### src/rtl/kmap_learner_pkg.sv
// Shared types and constants for the Karnaugh-map learner.
// Optional SOP mask outputs are enabled with KMAP_LEARNER_SOP_EN.
package kmap_pkg;

  localparam int NX_DEFAULT = 4;
  localparam int DEPTH      = 2 ** NX_DEFAULT;

  typedef enum logic {
    IDLE = 1'b0,
    DUMP = 1'b1
  } state_t;

  typedef struct packed {
    logic known;
    logic f;
  } entry_t;

endpackage

### src/rtl/kmap_learner_if.sv
// Observation, lookup, sweep and status bundle of the K-map learner.
// KMAP_LEARNER_SOP_EN adds the on_mask/dc_mask views of the table.
interface kmap_learner_if #(parameter int NX = kmap_pkg::NX_DEFAULT);

  logic              s_valid;
  logic              s_ready;
  logic [NX-1:0]     s_x;
  logic              s_f;
  logic              q_valid;
  logic [NX-1:0]     q_x;
  logic              r_valid;
  logic              r_f;
  logic              r_known;
  logic              dump_start;
  logic              dump_busy;
  logic              d_valid;
  logic [NX-1:0]     d_x;
  logic              d_f;
  logic              d_known;
  logic              conflict;
  logic [NX-1:0]     conflict_x;
  logic [NX:0]       learned_cnt;
`ifdef KMAP_LEARNER_SOP_EN
  logic [2**NX-1:0]  on_mask;
  logic [2**NX-1:0]  dc_mask;
`endif

  modport master (
`ifdef KMAP_LEARNER_SOP_EN
    input  on_mask, dc_mask,
`endif
    output s_valid, s_x, s_f, q_valid, q_x, dump_start,
    input  s_ready, r_valid, r_f, r_known, dump_busy, d_valid, d_x, d_f,
           d_known, conflict, conflict_x, learned_cnt
  );

  modport slave (
`ifdef KMAP_LEARNER_SOP_EN
    output on_mask, dc_mask,
`endif
    input  s_valid, s_x, s_f, q_valid, q_x, dump_start,
    output s_ready, r_valid, r_f, r_known, dump_busy, d_valid, d_x, d_f,
           d_known, conflict, conflict_x, learned_cnt
  );

endinterface

### src/rtl/kmap_learner_table.sv
// Truth-table storage: registered read-old lookup port, one write port,
// and the whole table exposed for the sweep and mask views.
module kmap_table
  import kmap_pkg::*;
#(
  parameter int NX = NX_DEFAULT
) (
  input  logic          clk,
  input  logic          resetn,
  input  logic          rd_en,
  input  logic [NX-1:0] rd_addr,
  output entry_t        rd_data,
  input  logic          we,
  input  logic [NX-1:0] wr_addr,
  input  entry_t        wr_data,
  output entry_t        mem [2**NX]
);

  // Unknown entries keep f=0, so a lookup of an unknown entry returns f=0.
  always_ff @(posedge clk) begin
    if (!resetn) begin
      for (int i = 0; i < 2**NX; i++) mem[i] <= '0;
      rd_data <= '0;
    end else begin
      if (we) mem[wr_addr] <= wr_data;
      rd_data <= rd_en ? mem[rd_addr] : '0;
    end
  end

endmodule

### src/rtl/kmap_learner.sv
// Learns a boolean function from observed samples, flags contradictions and
// streams the table on request. KMAP_LEARNER_SOP_EN adds on_mask/dc_mask.
module kmap_learner
  import kmap_pkg::*;
#(
  parameter int NX = NX_DEFAULT
) (
  input  logic          clk,
  input  logic          resetn,
  kmap_learner_if.slave bus
);

  localparam int          TBL  = 2 ** NX;
  localparam logic [NX:0] FULL = (NX + 1)'(TBL);

  state_t        state_q, state_d;
  logic [NX-1:0] dump_cnt_q, dump_cnt_d;
  entry_t        tbl [TBL];
  entry_t        rd_data;
  entry_t        cur;
  entry_t        wr_data;
  logic          accept, we, clash, dumping;

  kmap_table #(.NX(NX)) u_table (
    .clk     (clk),
    .resetn  (resetn),
    .rd_en   (bus.q_valid),
    .rd_addr (bus.q_x),
    .rd_data (rd_data),
    .we      (we),
    .wr_addr (bus.s_x),
    .wr_data (wr_data),
    .mem     (tbl)
  );

  always_ff @(posedge clk) begin
    if (!resetn) begin
      state_q    <= IDLE;
      dump_cnt_q <= '0;
    end else begin
      state_q    <= state_d;
      dump_cnt_q <= dump_cnt_d;
    end
  end

  // A dump_start arriving in DUMP is ignored; the counter parks at 0 in IDLE.
  always_comb begin
    state_d    = state_q;
    dump_cnt_d = dump_cnt_q;
    case (state_q)
      IDLE: begin
        if (bus.dump_start) begin
          state_d    = DUMP;
          dump_cnt_d = '0;
        end
      end
      DUMP: begin
        if (dump_cnt_q == NX'(TBL - 1)) begin
          state_d    = IDLE;
          dump_cnt_d = '0;
        end else begin
          dump_cnt_d = dump_cnt_q + 1'b1;
        end
      end
      default: begin
        state_d    = IDLE;
        dump_cnt_d = '0;
      end
    endcase
  end

  always_comb begin
    dumping = (state_q == DUMP);
    accept  = bus.s_valid && !dumping;
    cur     = tbl[bus.s_x];
    we      = accept && !cur.known;
    clash   = accept && cur.known && (cur.f != bus.s_f);
    wr_data = '{known: 1'b1, f: bus.s_f};
  end

  // The first contradictory address is frozen; the stored value is never overwritten.
  always_ff @(posedge clk) begin
    if (!resetn) begin
      bus.learned_cnt <= '0;
      bus.conflict    <= 1'b0;
      bus.conflict_x  <= '0;
      bus.r_valid     <= 1'b0;
    end else begin
      if (we && bus.learned_cnt != FULL) bus.learned_cnt <= bus.learned_cnt + 1'b1;
      if (clash) begin
        bus.conflict <= 1'b1;
        if (!bus.conflict) bus.conflict_x <= bus.s_x;
      end
      bus.r_valid <= bus.q_valid;
    end
  end

  // The sweep reads the live table, so a sample accepted with dump_start shows up.
  assign bus.s_ready   = !dumping;
  assign bus.r_known   = rd_data.known;
  assign bus.r_f       = rd_data.known & rd_data.f;
  assign bus.dump_busy = dumping;
  assign bus.d_valid   = dumping;
  assign bus.d_x       = dump_cnt_q;
  assign bus.d_known   = dumping & tbl[dump_cnt_q].known;
  assign bus.d_f       = dumping & tbl[dump_cnt_q].f;

`ifdef KMAP_LEARNER_SOP_EN
  always_comb begin
    bus.on_mask = '0;
    bus.dc_mask = '0;
    for (int i = 0; i < TBL; i++) begin
      bus.on_mask[i] = tbl[i].known & tbl[i].f;
      bus.dc_mask[i] = !tbl[i].known;
    end
  end
`endif

endmodule

### src/flat_wrapper.sv
// flat-port wrapper written by rule: the top's interface ports become plain ports
module kmap_learner_flat import kmap_pkg::*;
#(
  parameter int NX = NX_DEFAULT
)
  (clk, resetn, bus_s_valid, bus_s_x, bus_s_f, bus_q_valid, bus_q_x, bus_dump_start, bus_s_ready, bus_r_valid, bus_r_f, bus_r_known, bus_dump_busy, bus_d_valid, bus_d_x, bus_d_f, bus_d_known, bus_conflict, bus_conflict_x, bus_learned_cnt);
  kmap_learner_if #(.NX(NX)) bus_i ();
  input  logic clk;
  input  logic resetn;
  input wire logic [$bits(bus_i.s_valid)-1:0] bus_s_valid;
  input wire logic [$bits(bus_i.s_x)-1:0] bus_s_x;
  input wire logic [$bits(bus_i.s_f)-1:0] bus_s_f;
  input wire logic [$bits(bus_i.q_valid)-1:0] bus_q_valid;
  input wire logic [$bits(bus_i.q_x)-1:0] bus_q_x;
  input wire logic [$bits(bus_i.dump_start)-1:0] bus_dump_start;
  output wire logic [$bits(bus_i.s_ready)-1:0] bus_s_ready;
  output wire logic [$bits(bus_i.r_valid)-1:0] bus_r_valid;
  output wire logic [$bits(bus_i.r_f)-1:0] bus_r_f;
  output wire logic [$bits(bus_i.r_known)-1:0] bus_r_known;
  output wire logic [$bits(bus_i.dump_busy)-1:0] bus_dump_busy;
  output wire logic [$bits(bus_i.d_valid)-1:0] bus_d_valid;
  output wire logic [$bits(bus_i.d_x)-1:0] bus_d_x;
  output wire logic [$bits(bus_i.d_f)-1:0] bus_d_f;
  output wire logic [$bits(bus_i.d_known)-1:0] bus_d_known;
  output wire logic [$bits(bus_i.conflict)-1:0] bus_conflict;
  output wire logic [$bits(bus_i.conflict_x)-1:0] bus_conflict_x;
  output wire logic [$bits(bus_i.learned_cnt)-1:0] bus_learned_cnt;
  assign bus_i.s_valid = bus_s_valid;
  assign bus_i.s_x = bus_s_x;
  assign bus_i.s_f = bus_s_f;
  assign bus_i.q_valid = bus_q_valid;
  assign bus_i.q_x = bus_q_x;
  assign bus_i.dump_start = bus_dump_start;
  assign bus_s_ready = bus_i.s_ready;
  assign bus_r_valid = bus_i.r_valid;
  assign bus_r_f = bus_i.r_f;
  assign bus_r_known = bus_i.r_known;
  assign bus_dump_busy = bus_i.dump_busy;
  assign bus_d_valid = bus_i.d_valid;
  assign bus_d_x = bus_i.d_x;
  assign bus_d_f = bus_i.d_f;
  assign bus_d_known = bus_i.d_known;
  assign bus_conflict = bus_i.conflict;
  assign bus_conflict_x = bus_i.conflict_x;
  assign bus_learned_cnt = bus_i.learned_cnt;
  kmap_learner #(.NX(NX)) u_core (.clk(clk), .resetn(resetn), .bus(bus_i));
endmodule
### config.mk
export PLATFORM = sky130hd
export DESIGN_NAME = kmap_learner_flat
export DESIGN_NICKNAME = d
export VERILOG_FILES = /design/src/rtl/kmap_learner_pkg.sv /design/src/rtl/kmap_learner_if.sv /design/src/rtl/kmap_learner_table.sv /design/src/rtl/kmap_learner.sv /design/src/flat_wrapper.sv
export SDC_FILE = /design/constraint.sdc
export NUM_CORES = 1
export LEC_CHECK = 0
export CORE_MARGIN = 1
export CORE_UTILIZATION = 55
export CTS_BUF_LIST = sky130_fd_sc_hd__clkbuf_2 sky130_fd_sc_hd__clkbuf_4 sky130_fd_sc_hd__clkbuf_8
export CTS_CLUSTER_DIAMETER = 50
export DETAILED_ROUTE_END_ITERATION = 12
export GPL_TIMING_DRIVEN = 1
export PLACE_DENSITY = 0.8
export SYNTH_ARGS = -nofsm -noshare
export SYNTH_HDL_FRONTEND = slang
export SYNTH_SLANG_ARGS = --single-unit
### constraint.sdc
create_clock -name clk -period 3 [get_ports clk]
set_input_delay 0.45 -clock clk [delete_from_list [all_inputs] [get_ports clk]]
set_output_delay 0.45 -clock clk [all_outputs]
set_load 0.01 [all_outputs]
# ---- Word level (Yosys, flattened, before mapping)
# Cells that the tools add are included.
dict set report totals {
  out_inout_bits 22
  ff_bits 50
  inputBits 14
  wordCells 86
}
dict set report op_classes {
  bitwise_logic 8
  mux 18
  add_sub_neg 2
  n_eq_ne 4
  n_reduce_logical 10
  order_cmp 4
}
# cell count
set ops {}
lappend ops {{32-bit bitwise mux} 1}
lappend ops {{2-bit binary-select mux with 4-bit select} 3}
lappend ops {{5-bit greater-or-equal comparator (second input constant)} 3}
lappend ops {{4-bit inverter with 5-bit output} 3}
lappend ops {{2-bit two-way mux} 7}
lappend ops {{2-bit demux with 4-bit select} 1}
lappend ops {{4-bit two-way mux} 2}
lappend ops {{4-bit case mux with 2 select lines} 1}
lappend ops {{1-bit logical AND} 6}
lappend ops {{5-bit by 1-bit adder with 5-bit output (second input constant)} 1}
lappend ops {{5-bit by 1-bit less-than comparator with 1-bit output (second input constant)} 1}
lappend ops {{5-bit inequality test (second input constant)} 1}
lappend ops {{4-bit by 1-bit adder with 4-bit output (second input constant)} 1}
lappend ops {{4-bit == test (second input constant)} 1}
lappend ops {{2-bit AND reduction} 2}
lappend ops {{1-bit bitwise AND} 3}
lappend ops {{1-bit logical NOT} 2}
lappend ops {{1-bit two-way mux} 2}
lappend ops {{2-bit inequality test (second input constant)} 1}
lappend ops {{1-bit inverter} 2}
lappend ops {{1-bit case mux with 2 select lines} 1}
lappend ops {{1-bit inequality test} 1}

# ---- Logic depth before layout (Yosys ltp)
# Gate-level depths: netlist of run 1.
dict set report logic_depth {
  depth_word 7
  depth_mapped 8
  ltp_nobuf 6
}

# ---- Modules after synthesis
# From an unflattened synthesis of run 1, not the netlist that was laid out.
dict set report unflattened {
  hier_cells 306
  area_unflattened_um2 2995.4
}
# module seq_area_each_um2 area_each_um2 instances cells_per_inst
set modules_own_cells {}
lappend modules_own_cells {kmap_table 680.7 1691.6 1 179}
lappend modules_own_cells {kmap_learner 320.3 1303.8 1 127}

# ---- Least setup slack after synthesis of run 1
# No wires, ideal clock.
dict set report synth_timing {
  path_type {reg2out}
  from {register u_core.dump_cnt_q[0], in the netlist u_core.bus.d_x[0]}
  to {output bus_d_known}
  n_path_buf 1
  stages_incl_launch_ff 5
  arrival_time_ps 2033
  path_slack_ps 517
  t_required_ps 2550
  cell_sequence {dfxtp_1 buf_1 mux4_2 mux4_2 and2_1}
}
dict set report synth_between {
  elab_chain_len 5
}
# element line
set synth_lines {}
lappend synth_lines {{start, declared} kmap_learner.sv:17} ;# logic [NX-1:0] dump_cnt_q, dump_cnt_d;
lappend synth_lines {{start signal, assigned} kmap_learner.sv:42} ;# dump_cnt_q <= dump_cnt_d;
lappend synth_lines {{4-bit inverter with 5-bit output (not written as such)} kmap_learner.sv:105} ;# assign bus.d_known = dumping & tbl[dump_cnt_q].known;
lappend synth_lines {{2-bit binary-select mux with 4-bit select} kmap_learner.sv:105}
lappend synth_lines {{2-bit two-way mux (not written as such) (2 in series)} kmap_learner.sv:105}
lappend synth_lines {{1-bit bitwise AND} kmap_learner.sv:105}
lappend synth_lines {{end, declared} flat_wrapper.sv:24} ;# output wire logic [$bits(bus_i.d_known)-1:0] bus_d_known;
# No other way between the ends. The select of a mux whose other input is x is not followed.

# ---- Worst setup path in the final report of run 1
# Ends and elaborated chain as after synthesis.

==> impl_metrics.json, run 1 <==
{
  "status": "complete, no violations",
  "grtUsageTotal_pct": 25.8,
  "io_pins": 36,
  "grt-ovfl-total": 0,
  "r2r_end": "u_core.bus.conflict_x[1]",
  "cp-end-kind": "output pin",
  "setup_violations": 0,
  "power_density_nw_per_um2": 401,
  "synth_compound_area_share_pct": 10.4,
  "ys_types": 33,
  "drcViolationCount": 0,
  "first_global_vias": 2034,
  "antenna_found_initial": 0,
  "nets": 311,
  "postCtsSetupBuffers": 0,
  "setup_tns_ps": 0,
  "holdPathStages": 2,
  "min_from": "u_core.bus.conflict_x[0]",
  "coreArea_um2": 4750,
  "cp_slowest_cell": "mux4_2",
  "holdCritPathClass": "flop to flop",
  "holdPathEnd": "u_core.bus.conflict_x[0]",
  "p_leak_uw": 0.00115,
  "period_needed_ps": 2900,
  "place_inst": 354,
  "seq_area_frac_synth_pct": 36.5,
  "clock_latency_ps": 310,
  "cts.clk_slew.worst_paths_ps": 90,
  "synth_nets": 277,
  "synthToLayoutAreaGrowth_pct": 20.4,
  "start_util_pct": 57.7,
  "rr_startpoint": "u_core.u_table.mem[20]",
  "fin_skew_ps": 7.45,
  "layout-drive-gt1-share_pct": 16.6,
  "portBuffers": 35,
  "yosys.area_share.simple_pct": 16.2,
  "cts_sinks": 50,
  "grt_pass1_wl_mm": 10.3,
  "dieArea_um2": 5280,
  "rsz0062_at_grt": "false",
  "rrSetupSlack_ps": 940,
  "ys_warn_count": 0,
  "cp_common_cell": "mux4_2",
  "fp.dieW_um": 72.7,
  "grt_max_degree": 54,
  "synth_top_area_cell": "dfxtp_1",
  "maxSlewHeadroom_pct": 66.1,
  "antenna_left": 0,
  "critPathMaxStageDelay_ps": 560,
  "peakVddDrop_v": 0.000279,
  "detail_route.iter0.violations": 154,
  "period_share_pct": 96.8,
  "fmaxAchievable_mhz": 344,
  "hold_viol_final": 0,
  "place.gp.congestion": 0.902,
  "vias": 2160,
  "syn_inst": 260,
  "cp_max_fo": 8,
  "synth_area_leaders": "dfxtp_1 36%, mux4_2 21%, mux2i_1 8.8%, o21a_1 4.6%, nor2b_1 4.1%",
  "synth_fa_ha_area_share_pct": 1.37,
  "wl_per_cell_um": 16.9,
  "maxCapViolCount": 0,
  "routed_wirelength_mm": 6.12,
  "synth_top_family_by_area": "multiplexers",
  "synth_mux_area_share_pct": 30.1,
  "vias_per_cell": 5.97,
  "tightest_slew_ps": 506,
  "synth_xor_area_share_pct": 1.28,
  "cts_tree": "built",
  "cp_cell_sequence": "mux4_2 -> mux4_2 -> and2_1 -> clkdlybuf4s50_1",
  "clk_path_buf_depth": 2,
  "hpwl_mm": 4.44,
  "syn_avg_cell_area_um2": 10.6,
  "reg2reg_depth": 6,
  "cts_buffers": 5,
  "synth.top_cell.area_share_pct": 36.5,
  "rows": 25,
  "first_pass_iters": 4,
  "timing.final.max_slew_violations": 0,
  "critPathLaunchType": "flop",
  "root_buffer": "clkbuf_8",
  "cts_max_level": 2,
  "worstPathArrival_ps": 2450,
  "die_h_um": 72.7,
  "synth_area_um2": 2750,
  "required_ps": 2550,
  "critPathKind": "flop to output pin",
  "antenna_cells": 0,
  "fin_cells": 362,
  "synth-seq-cells": 50
}
synth_stat cells (all sizes together):
library cell  instances
dfxtp                50
mux4                 26
mux2i                24
nand2                24
nor2b                18
o21a                 17
clkbuf               14
nor2                 12
o21ai                10
and2                  8
a21boi                7
buf                   7
nor3                  6
inv                   5
nor3b                 5
nand3                 4
a21oi                 3
ha                    3
nand3b                3
xnor2                 3
nand4                 2
a22oi                 1
a31oi                 1
a41oi                 1
and4                  1
and4b                 1
nand2b                1
o311a                 1
o31ai                 1
xor2                  1
stage by stage:
stage | utilization, % | total power, µW | hold slack [ps] | area (µm²) | worst slack [ps]
after floorplan | - | 803 | 468 | 2750 | 517
after global placement | 67.2 | 867 | 445 | 3190 | 213
after detailed placement | 67.2 | 869 | 455 | 3190 | 247
after CTS | 69.5 | 1330 | 466 | 3300 | 88.9
after global routing | 69.5 | 1380 | 492 | 3300 | 24.5
final | 69.5 | 1320 | 460 | 3300 | 95.4
worst max-delay path by stage:
stage | start | endpoint | cells after the start
after floorplan | u_core.bus.d_x[0] | bus_d_known | 4
after global placement | bus_s_x[3] | u_core.bus.conflict_x[0] | 6
after detailed placement | bus_s_x[3] | u_core.bus.conflict_x[0] | 6
after CTS | u_core.bus.d_x[0] | bus_d_known | 4
after global routing | u_core.bus.d_x[0] | bus_d_f | 4
final | u_core.bus.d_x[0] | bus_d_known | 4
worst max-delay path: cells and delay by family (launching register included):
family                 cells  cell delay (ps)
AND/OR/NAND/NOR            1              160
flip-flops                 1              490
buffers and inverters      1              470
multiplexers               2             1030
per-layer routing:
layer | track usage (%) | part of all wire [%] | wire (µm) | vias to the layer above
met5 | 0 | 0 | 0 | -
met4 | 10.0 | 2.1 | 127 | 0
met3 | 4.14 | 6.2 | 378 | 12
met2 | 42.0 | 46 | 2840 | 92
met1 | 34.8 | 45 | 2770 | 1045
li1 | - | - | - | 1011
cell usage in the layout, fill, tap and decap left out, types with 8 or more instances in the layout:
master	Yosys	layout
o21ai_0	10	10
nor2_1	12	12
mux2i_1	24	24
dfxtp_1	50	48
buf_4	2	12
o21a_1	17	17
and2_1	8	8
mux4_2	26	26
nor2b_1	18	18
nand2_1	24	24
clkdlybuf4s50_1	0	35
registers in the layout, summed over array words and instances (netlist names):
signal / cells
u_core.u_table.rd_data: 2
u_core.bus.conflict: 1
u_core.u_table.mem: 32
u_core.bus.d_valid: 1
u_core.bus.conflict_x: 4
u_core.bus.learned_cnt: 5
u_core.bus.d_x: 4
u_core.bus.r_valid: 1
cell type report:
class,instances,area (µm²)
Sequential cell,50,1000
Multi-Input combinational cell,184,1630
Clock inverter,3,40.0
Fill cell,374,1450
Inverter,5,18.8
Timing Repair Buffer,48,460
Clock buffer,5,68.8
Tap cell,67,83.8
cells by family after synthesis:
logic type / Yosys count
compound gates: 42
xor+xnor: 4
fa+ha+maj: 3
buf+inv: 26
flops: 50
mux: 50
simple gates: 85
power breakdown:
part | internal [µW] | total [µW] | switching [µW]
clock | 246 | 469 | 224
combinational | 85.2 | 160 | 75.2
sequential | 675 | 694 | 19.0
total | 1010 | 1320 | 318
what timing repair did:
item                       4_1_cts  5_1_grt
gates resized for setup          2        0
setup endpoints to repair        2        0
hold buffers                     0        0
Power figures use the tool's default switching activity.
==> inputs of run 2 (changes only) <==
--- a/config.mk
+++ b/config.mk
@@ -6,12 +6,13 @@
 export NUM_CORES = 1
 export LEC_CHECK = 0
 export CORE_MARGIN = 1
-export CORE_UTILIZATION = 55
-export CTS_BUF_LIST = sky130_fd_sc_hd__clkbuf_2 sky130_fd_sc_hd__clkbuf_4 sky130_fd_sc_hd__clkbuf_8
+export CORE_UTILIZATION = 50
+export CTS_BUF_LIST = sky130_fd_sc_hd__clkbuf_8
 export CTS_CLUSTER_DIAMETER = 50
 export DETAILED_ROUTE_END_ITERATION = 12
 export GPL_TIMING_DRIVEN = 1
-export PLACE_DENSITY = 0.8
+export PLACE_DENSITY = 0.73
+export SKIP_LAST_GASP = 1
 export SYNTH_ARGS = -nofsm -noshare
 export SYNTH_HDL_FRONTEND = slang
 export SYNTH_SLANG_ARGS = --single-unit
==> run 2 against run 1 <==
Net effect:
- utilization fell by 7.1 points
- clock skew is 0.76 ps lower
- critical path type unchanged
- global-route usage down 3.9 points
==> impl_metrics.json, run 2 (synthesis gave the netlist of run 1 again) <==
{
  "fp.dieW_um": 76.1,
  "combinationalPowerShare_pct": 12.7,
  "cp_max_fo": 7,
  "grt_pass1_wl_mm": 9.98,
  "tightest_slew_ps": 476,
  "clk_path_buf_depth": 2,
  "p_switching_uw": 308,
  "synthToLayoutAreaGrowth_pct": 18.3,
  "reg2reg_depth": 6,
  "final_cell_mix": "48 x dfxtp_1, 35 x clkdlybuf4s50_1, 26 x mux4_2",
  "mostFrequentLayoutCell": "dfxtp_1",
  "holdPathStages": 2,
  "post-route-util_pct": 62.4,
  "nets": 307,
  "peakVddDrop_v": 0.000207,
  "critPathLaunchType": "flop",
  "wl_per_cell_um": 16.4,
  "portBuffers": 35,
  "setup_tns_ps": 0,
  "r2r_end": "u_core.bus.conflict_x[0]",
  "setup_violations": 0,
  "min_from": "u_core.bus.conflict_x[3]",
  "period_needed_ps": 2840,
  "start_util_pct": 52.7,
  "clock_latency_ps": 300,
  "maxSlewHeadroom_pct": 68.2,
  "antenna_left": 0,
  "first_pass_iters": 4,
  "grtUsageTotal_pct": 21.9,
  "first_global_vias": 1952,
  "cts_resized": 1,
  "p_sw_share_pct": 25.2,
  "detail_route.iter0.violations": 129,
  "vias": 2091,
  "layout-drive-gt1-share_pct": 15.2,
  "routed_wirelength_mm": 5.91,
  "cts_tree": "built",
  "rows": 26,
  "busiest_layer": "met2",
  "fmaxAchievable_mhz": 352,
  "pwr-share-seq_pct": 56.7,
  "grt_max_degree": 54,
  "grt-ovfl-total": 0,
  "io_pins": 36,
  "grt_util_met3_pct": 3.47,
  "cts-hold-fix-buffers": 0,
  "antenna_cells": 0,
  "hold_viol_final": 0,
  "largest-register": "u_core.u_table.mem",
  "clkPwrFrac_pct": 30.6,
  "fin_skew_ps": 6.68,
  "place.gp.congestion": 0.948,
  "power_density_nw_per_um2": 377,
  "p_leak_uw": 0.00111,
  "cts.clk_slew.worst_paths_ps": 90,
  "root_buffer": "clkbuf_8",
  "rrSetupSlack_ps": 980,
  "top_regs": "u_core.u_table.mem: 32 flops, u_core.bus.learned_cnt: 5 flops",
  "coreArea_um2": 5200,
  "holdPathEnd": "u_core.bus.conflict_x[3]",
  "die_h_um": 76.1,
  "hpwl_mm": 4.42,
  "drcViolationCount": 0,
  "vias_per_cell": 5.81,
  "dieArea_um2": 5790,
  "worstPathArrival_ps": 2390,
  "critPathKind": "flop to output pin",
  "cp-end-kind": "output pin",
  "maxCapViolCount": 0,
  "grtUsageMet1_pct": 30.2,
  "cts_sinks": 50,
  "grt_util_met2_pct": 34.8,
  "largest_reg_flops": 32,
  "postCtsSetupBuffers": 0,
  "antenna_found_initial": 0,
  "timing.final.max_slew_violations": 0,
  "status": "complete, no violations",
  "cts_buffers": 5,
  "holdCritPathClass": "flop to flop",
  "internal_power_uw": 916,
  "period_share_pct": 94.8,
  "cts_max_level": 2,
  "required_ps": 2550,
  "rr_startpoint": "u_core.u_table.mem[12]",
  "rsz0062_at_grt": "false"
}
-- run 2: cell types whose count changed in the layout (fill, tap and decap cells not counted) --
| cell | previous run | this run |
|---|---|---|
| buf_4 | 12 | 8 |
| bufinv_16 | 1 | 0 |
-- run 2: metrics by stage --
step	cell area [µm²]	power, µW	setup slack [ps]	hold WS, ps	instances
final	3250	1220	156	463	360
after global placement	3170	863	249	448	353
after detailed placement	3170	865	242	452	353
after global routing	3250	1280	74.1	490	360
after CTS	3250	1230	66.1	469	360
after floorplan	2750	803	517	468	260
-- run 2: critical path, cell delays in order, from the launching register on --
cell             delay [ps]
dfxtp_2                 460
mux4_2                  540
mux4_2                  460
and2_1                  170
clkdlybuf4s50_1         470
-- run 2: power groups by stage --
stage	logic [µW]	registers [µW]	clock network, µW
floorplan	99.6	703	0
global route	169	697	413
detailed placement	155	709	0
CTS	156	694	383
finish	155	694	374
global placement	154	709	0
-- run 2: area by class of cell --
| cell class | instances | area, µm² |
|---|---|---|
| fill | 457 | 1960 |
| multi-input combinational | 184 | 1630 |
| sequential | 50 | 1000 |
| timing repair buffer | 44 | 430 |
| tap | 70 | 87.6 |
| clock buffer | 5 | 68.8 |
| inverter | 5 | 18.8 |
| clock inverter | 2 | 10.0 |
-- run 2: how the worst max path moves through the flow --
stage	end	startpoint	cells after the start	slack, ps
3_5_place_dp	u_core.bus.conflict_x[0]	bus_s_x[1]	8	240
2_1_floorplan	bus_d_known	u_core.bus.d_x[0]	4	520
5_1_grt	bus_d_known	u_core.bus.d_x[0]	4	70
6_report	bus_d_known	u_core.bus.d_x[0]	4	160
4_1_cts	bus_d_known	u_core.bus.d_x[1]	5	70
3_3_place_gp	u_core.bus.conflict_x[0]	bus_s_x[1]	8	250
-- run 2: routing by layer --
metal	up-vias	part of all wire, %
met4	0	1.5
met1	998	47
met2	79	45
li1	1003	-
met3	11	5.9
met5	-	0
